===== src/rtl/memory_access_unit.sv =====
// memory_access_unit: memory-stage data-memory controller.
// Converts a load/store in M into a registered req/ready bus transaction with
// byte enables, stalls the pipeline until the transaction completes, and
// presents the aligned, extended load word on ReadData_M during DONE.
// Optional feature macro: DMEM_MISALIGN_EXC_EN (misaligned-access trap and
// Misaligned_M port). Without it, offending low address bits are ignored.
module memory_access_unit #(
  parameter int unsigned WIDTH_32 = 32,
  parameter int unsigned TIMEOUT  = 255
) (
  input  logic                clk,
  input  logic                rst_n,
  input  logic                MemRead_M,
  input  logic                MemWrite_M,
  input  logic [1:0]          ByteControl_M,
  input  logic                LoadUnsigned_M,
  input  logic [WIDTH_32-1:0] ALU_result_M,
  input  logic [WIDTH_32-1:0] WriteData_M,
  output logic [WIDTH_32-1:0] ReadData_M,
  output logic                Stall_M,
  output logic                BusErr_M,
  output logic                dmem_req,
  output logic                dmem_we,
  output logic [WIDTH_32-1:0] dmem_addr,
  output logic [WIDTH_32-1:0] dmem_wdata,
  output logic [3:0]          dmem_be,
  input  logic                dmem_ready,
  input  logic [WIDTH_32-1:0] dmem_rdata
`ifdef DMEM_MISALIGN_EXC_EN
  ,
  output logic                Misaligned_M
`endif
);

  typedef enum logic [1:0] {IDLE, BUSY, DONE} state_t;

  state_t              state;
  logic [7:0]          cnt;
  logic [WIDTH_32-1:0] load_buf;
  logic [1:0]          lane_q;
  logic [1:0]          bc_q;
  logic                uns_q;
  logic                err_q;

  logic                access;
  logic                trap;
  logic [3:0]          be_n;
  logic [WIDTH_32-1:0] wdata_n;
  logic [7:0]          byte_sel;
  logic [15:0]         half_sel;
  logic [WIDTH_32-1:0] fmt_data;

  assign access = MemRead_M | MemWrite_M;

`ifdef DMEM_MISALIGN_EXC_EN
  logic mis;

  // Misalignment: halfword on odd address, word on any non-zero low bits
  always_comb begin
    mis = 1'b0;
    case (ByteControl_M)
      2'b01:   mis = ALU_result_M[0];
      2'b10:   mis = 1'b0;
      default: mis = |ALU_result_M[1:0];
    endcase
  end

  assign trap         = (state == IDLE) & access & mis;
  assign Misaligned_M = trap;
`else
  assign trap = 1'b0;
`endif

  // Byte enables and lane-replicated store data for the incoming access
  always_comb begin
    be_n    = 4'b1111;
    wdata_n = WriteData_M;
    case (ByteControl_M)
      2'b01: begin
        be_n    = ALU_result_M[1] ? 4'b1100 : 4'b0011;
        wdata_n = {2{WriteData_M[15:0]}};
      end
      2'b10: begin
        be_n    = 4'b0001 << ALU_result_M[1:0];
        wdata_n = {4{WriteData_M[7:0]}};
      end
      default: ;
    endcase
  end

  // Transaction FSM with registered bus outputs, load buffer and timeout counter
  always_ff @(posedge clk or negedge rst_n) begin
    if (!rst_n) begin
      state      <= IDLE;
      dmem_req   <= 1'b0;
      dmem_we    <= 1'b0;
      dmem_addr  <= '0;
      dmem_wdata <= '0;
      dmem_be    <= '0;
      load_buf   <= '0;
      cnt        <= '0;
      lane_q     <= '0;
      bc_q       <= '0;
      uns_q      <= 1'b0;
      err_q      <= 1'b0;
    end else begin
      case (state)
        IDLE: begin
          if (access && !trap) begin
            dmem_req   <= 1'b1;
            dmem_we    <= MemWrite_M;
            dmem_addr  <= {ALU_result_M[WIDTH_32-1:2], 2'b00};
            dmem_wdata <= wdata_n;
            dmem_be    <= be_n;
            lane_q     <= ALU_result_M[1:0];
            bc_q       <= ByteControl_M;
            uns_q      <= LoadUnsigned_M;
            cnt        <= '0;
            state      <= BUSY;
          end
        end
        BUSY: begin
          // ready is tested first so it wins over a same-cycle timeout
          if (dmem_ready) begin
            if (!dmem_we) load_buf <= dmem_rdata;
            dmem_req <= 1'b0;
            state    <= DONE;
          end else if (cnt == 8'(TIMEOUT - 1)) begin
            dmem_req <= 1'b0;
            load_buf <= '0;
            err_q    <= 1'b1;
            state    <= DONE;
          end else begin
            cnt <= cnt + 8'd1;
          end
        end
        DONE: begin
          err_q <= 1'b0;
          state <= IDLE;
        end
        default: state <= IDLE;
      endcase
    end
  end

  // Lane selection and sign/zero extension of the load buffer
  always_comb begin
    case (lane_q)
      2'd0:    byte_sel = load_buf[7:0];
      2'd1:    byte_sel = load_buf[15:8];
      2'd2:    byte_sel = load_buf[23:16];
      default: byte_sel = load_buf[31:24];
    endcase
    half_sel = lane_q[1] ? load_buf[31:16] : load_buf[15:0];
    case (bc_q)
      2'b01:   fmt_data = {{16{~uns_q & half_sel[15]}}, half_sel};
      2'b10:   fmt_data = {{24{~uns_q & byte_sel[7]}}, byte_sel};
      default: fmt_data = load_buf;
    endcase
  end

  assign ReadData_M = (state == DONE) ? fmt_data : '0;
  assign Stall_M    = ((state == IDLE) & access & ~trap) | (state == BUSY);
  assign BusErr_M   = err_q & (state == DONE);

endmodule


===== config.mk =====
export PLATFORM = sky130hd
export DESIGN_NAME = memory_access_unit
export DESIGN_NICKNAME = d
export VERILOG_FILES = /design/src/rtl/memory_access_unit.sv
export SDC_FILE = /design/constraint.sdc
export NUM_CORES = 1
export LEC_CHECK = 0
export ABC_AREA = 0
export CORE_ASPECT_RATIO = 1.2
export CORE_MARGIN = 2
export CORE_UTILIZATION = 46
export CTS_CLUSTER_SIZE = 25
export DETAILED_ROUTE_END_ITERATION = 8
export PLACE_DENSITY = 0.83
export SYNTH_ARGS = -nofsm -noshare
export SYNTH_HDL_FRONTEND = slang
export SYNTH_SLANG_ARGS = --single-unit

===== constraint.sdc =====
create_clock -name clk -period 2.9 [get_ports clk]
set_input_delay 0.87 -clock clk [delete_from_list [all_inputs] [get_ports clk]]
set_output_delay 0.87 -clock clk [all_outputs]
set_load 0.02 [all_outputs]

Word level (Yosys, flattened, before mapping)
Index checks and enable logic that the tools add are counted.
Widths: inputs -> output; s select.
- output and inout port bits: 104
- bits in registers: 116
- bits in latches: 0
- RAM bits: 0
- ROM bits: 0
- input port bits: 104
- memories: 0
- $add $sub $neg: 1
- bitwise logic cells: 7
- reduce and logical (&&, ||, !) cells: 11
- equality and inequality tests: 15
- order comparisons: 0
- multiplexer cells: 25
- divide/modulo/power cells: 0
- multiply operators: 0
- shift-type cells: 1
- operators by type and width (kind ; number):
    $mux 32 ; 4
    $pmux 32 s2 ; 2
    $mux 8 ; 3
    $pmux 8 s3 ; 1
    $mux 16 ; 1
    $pmux 8 s2 ; 1
    $ne 2x2->1 const B ; 5
    $reduce_and 3->1 ; 3
    $add 8x1->8 const B ; 1
    $eq 2x1->1 const B ; 4
    $eq 2x2->1 const B ; 4
    $eq 8x8->1 const B ; 1
    $pmux 4 s2 ; 1
    $mux 2 ; 3
    $reduce_bool 2->1 ; 3
    $mux 1 ; 5
    $and 1x1->1 ; 4
    $logic_not 2->1 ; 2
    $mux 4 ; 1
    $pmux 1 s2 ; 2
    $pmux 2 s2 ; 1
    $reduce_and 2->1 ; 2
    $reduce_and 4->1 ; 1
    $shl 1x2->4 const A ; 1
    3 further kinds ; 4

Longest topological paths before layout
- word-level depth: 5
- gate-level depth with buffers: 7
- gate-level depth less buffers: 5

Least setup slack after synthesis
No wires, ideal clock.
- path kind: input to output
- from: input port MemWrite_M
- to: output port Stall_M
- arrival time: 1.707 ns
- data required time: 2.030 ns
- buffers on the path: 2
- cell stages on the path: 5
- setup slack: 0.323 ns
- path through: or2_2 > clkbuf_1 > nand2_2 > buf_2 > nand2_1
- cells in the longest elaborated chain, start to end: 3
- RTL lines (what ; RTL line ; RTL):
    start, declared ; 14 ; input logic MemWrite_M,
    $or 1x1->1 ; 53 ; assign access = MemRead_M | MemWrite_M;
    $and 1x1->1 ; 163 ; assign Stall_M = ((state == IDLE) & access & ~trap) | (state == BUSY);
    $or 1x1->1 ; 163 ;
    end, declared ; 20 ; output logic Stall_M,
Every way passes these cells.

Worst setup path in the final report
- from: register bc_q[0]
- to: output port ReadData_M[24]
- cells in the longest elaborated chain, start to end: 3
- elaborated cells on any way between the ends: 4
- classes of those cells: 2 x eq/ne; 2 x mux
- RTL lines (what ; RTL line ; RTL):
    start, declared ; 41 ; logic [1:0] bc_q;
    start signal, assigned ; 116 ; bc_q <= ByteControl_M;
    $eq 2x2->1 or $eq 2x1->1 (tied branches) ; 155 ; case (bc_q)
    $pmux 32 s2 * ; 155 ;
    $mux 32 * ; 162 ; assign ReadData_M = (state == DONE) ? fmt_data : '0;
    end, declared ; 19 ; output logic [WIDTH_32-1:0] ReadData_M,
Mark *: on every way between the ends. The rest lies on a longest branch, timed or not.

==> flow_metrics.env <==
export IMPL_outcome="complete, no violations"
export IMPL_crit_chain="inv_2, ha_4, or3_1, buf_6, o22ai_1, buf_4"
export IMPL_cp_slowest_cell="dfrtp_1"
export IMPL_start_util=0.473
export IMPL_finalWirelength_um=18100
export IMPL_hold_violations=0
export IMPL_cts_tree="built"
export IMPL_htreeDepth=4
export IMPL_clockRootBuffer="clkbuf_16"
export IMPL_diodes=0
export IMPL_drive_gt1_frac=0.208
export IMPL_path_buf_inv=3
export IMPL_gr_total_overflow=0
export IMPL_reg2reg_from="cnt[0]"
export IMPL_finalMaxSlewViolations=0
export IMPL_relSlewSlack=0.373
export IMPL_crit_fanout=16
export IMPL_startpoint_type="flop"
export IMPL_gp_congestion=0.945
export IMPL_crit_path_end_kind="output port"
export IMPL_yosysWarnings=0
export IMPL_yosys_area_top_type="dfrtp_1"
export IMPL_fin_tns_setup_ns=0
export IMPL_synth_cells=556
export IMPL_vias=5501
export IMPL_grt_max_degree=49
export IMPL_tightest_slew_ns=0.941
export IMPL_slowest_delay_ns=0.38
export IMPL_ant_nets=0
export IMPL_synth_area_um2=5990
export IMPL_placeableCoreArea_um2=12700
export IMPL_fin_skew_ns=0.0100
export IMPL_areaGrowthSynthToFinish_pct=48.6
export IMPL_synth_top_area_share=0.484
export IMPL_max_freq_mhz=348
export IMPL_ios=208
export IMPL_die_y_um=129
export IMPL_async_flop_share=1.00
export IMPL_rrSetupSlack_ns=0.74
export IMPL_detail_route_iter0_violations=451
export IMPL_grt_pass1_vias=5558
export IMPL_worst_ep_arrival_time_ns=2.01
export IMPL_placed_cells=908
export IMPL_drc=0
export IMPL_syn_area_per_cell_um2=10.8
export IMPL_placed_area_um2=8300
export IMPL_post_route_min_period_ns=2.88
export IMPL_grt_setup_unrepaired="true"
export IMPL_drt_wirelength_per_cell_um=19.2
export IMPL_place_hpwl_um=12900
export IMPL_portBuffers=205
export IMPL_synth_edf_count=0
export IMPL_synth_seq_cells=116
export IMPL_dieArea_um2=14000
export IMPL_cts_hold_buffers=0
export IMPL_power_density_nw_per_um2=1200
export IMPL_synth_area_leaders="dfrtp_1, mux2_2, a221o_1"
export IMPL_nNetsFinal=874
export IMPL_cts_sinks=116
export IMPL_hp_class="in -> async"
export IMPL_p_leak_nw=3.68
export IMPL_insertion_delay_ns=0.41
export IMPL_antenna_found_initial=0
export IMPL_crit_family="buffers and inverters"
export IMPL_ys_seq_area_frac=0.484
export IMPL_vias_per_cell=5.85
export IMPL_clkTransAtPathRegs_ns=0.05
export IMPL_grtUsageTotal=0.264
export IMPL_setup_viol=0
export IMPL_drv_cap=0
export IMPL_stdcell_area_um2=8910
export IMPL_worst_ir_drop_vdd_mv=0.606
export IMPL_finish_utilization=0.703
export IMPL_fin_crit_sh=0.992
export IMPL_path_class="reg -> out"
export IMPL_worst_r2r_endpoint="load_buf[26]"
export IMPL_final_cells=941
export IMPL_grt_first_pass_wirelength_um=28600
export IMPL_worstRegToRegCells=5
export IMPL_cts_buffers=17
export IMPL_critPathRequiredTime_ns=2.03
export IMPL_die_w_um=108
export IMPL_num_rows=45
export IMPL_cts_path_max_buffers=2
export IMPL_yosysUniqueCellTypes=60
export IMPL_drt_first_pass_iters=5
export IMPL_synth_ff_type="dfrtp_1"
==> synth_stat cells, types with 10 or more instances <==
library cell  number
o22ai_1           24
clkbuf_1          22
dfrtp_1          116
and2_1            33
o31ai_1           16
buf_2             14
nand2_1           31
nor2b_1           11
mux2i_1           10
o21ai_0           38
nor2_1            20
a221o_1           32
a21oi_1           29
mux2_2            32
==> flip-flops by register name, summed over array words and instances, names as in the netlist <==
| signal | flops |
|---|---|
| bc_q | 2 |
| cnt | 8 |
| dmem_addr | 30 |
| dmem_be | 4 |
| dmem_req | 1 |
| dmem_wdata | 32 |
| dmem_we | 1 |
| err_q | 1 |
| lane_q | 2 |
| load_buf | 32 |
| state | 2 |
| uns_q | 1 |
==> worst max path at each step <==
stage / startpoint / endpoint / slack (ns) / depth (start not counted)
after floorplan: MemWrite_M / Stall_M / 0.32 / 5
after global placement: MemWrite_M / Stall_M / -0.29 / 5
after detailed placement: MemWrite_M / Stall_M / -0.29 / 5
after CTS: bc_q[0] / ReadData_M[16] / 0.002 / 6
after global routing: bc_q[0] / ReadData_M[24] / -0.04 / 6
final: bc_q[0] / ReadData_M[24] / 0.02 / 6
==> cells in the final DEF (no fill, tap or decap), types with 5 or more instances in the layout <==
| cell type | netlist | routed |
|---|---|---|
| mux2i_1 | 10 | 10 |
| o31ai_1 | 16 | 16 |
| nand3_1 | 5 | 5 |
| a21oi_1 | 29 | 28 |
| o221a_2 | 9 | 5 |
| buf_2 | 14 | 14 |
| clkbuf_16 | 0 | 17 |
| inv_1 | 9 | 7 |
| a31oi_1 | 6 | 6 |
| buf_12 | 0 | 5 |
| mux2_2 | 32 | 32 |
| a22oi_1 | 8 | 8 |
| nand2_1 | 31 | 30 |
| dfrtp_1 | 116 | 115 |
| and2_1 | 33 | 33 |
| a221o_1 | 32 | 32 |
| o22ai_1 | 24 | 21 |
| buf_6 | 4 | 5 |
| nor2b_1 | 11 | 10 |
| and3b_1 | 8 | 7 |
| mux2_1 | 9 | 9 |
| a221oi_1 | 8 | 8 |
| buf_4 | 8 | 45 |
| nor2_1 | 20 | 20 |
| o21ai_0 | 38 | 35 |
| clkdlybuf4s50_1 | 0 | 170 |
| o31a_1 | 7 | 7 |
==> logic make-up (layout without fill, tap and decap cells) <==
kind of cell / after synthesis / after routing / synth area share
compound gates: 192 / 192 / 0.234
fa+ha+maj: 6 / 6 / 0.0125
buf+inv: 62 / 282 / 0.0522
flops: 116 / 116 / 0.484
mux: 52 / 52 / 0.0975
other cells: 1 / 2 / 0.000626
simple gates: 127 / 127 / 0.119
==> per-layer routing <==
layer	global-route usage	vias to the layer above	routed length, um
li1	-	2505	-
met1	0.316	2707	6800
met2	0.451	255	9410
met3	0.0724	34	1420
met4	0.108	0	424
met5	0	-	0
==> area by class of cell <==
class	instances	area (um2)
fill	931	3760
sequential	116	2900
multi-input combinational	379	2870
timing repair buffer	240	2270
clock buffer	24	482
tap	164	205
clock inverter	8	124
inverter	10	42.5
==> report_power, final <==
group	total, mW	internal (mW)	switching (mW)
Clock	2.13	1.42	0.718
Sequential	2.94	2.36	0.582
Combinational	5.63	2.75	2.88
Total	10.7	6.52	4.18
==> per-stage QoR <==
| step | power (mW) | worst slack [ns] | hold slack [ns] |
|---|---|---|---|
| floorplan | 6.11 | 0.323 | 0.454 |
| global placement | 8.29 | -0.290 | 0.469 |
| detailed placement | 8.45 | -0.288 | 0.478 |
| CTS | 10.6 | 0.00165 | 0.486 |
| global route | 11.3 | -0.0354 | 0.507 |
| finish | 10.7 | 0.0240 | 0.475 |
==> what timing repair did <==
item / in CTS / in global routing
resized for setup: 141 / 40
hold endpoints to repair: 0 / 0
pin swaps: 0 / 4
endpoints found under the setup margin: 34 / 26
setup buffers: 0 / 1
Power figures use the tool's default switching activity.
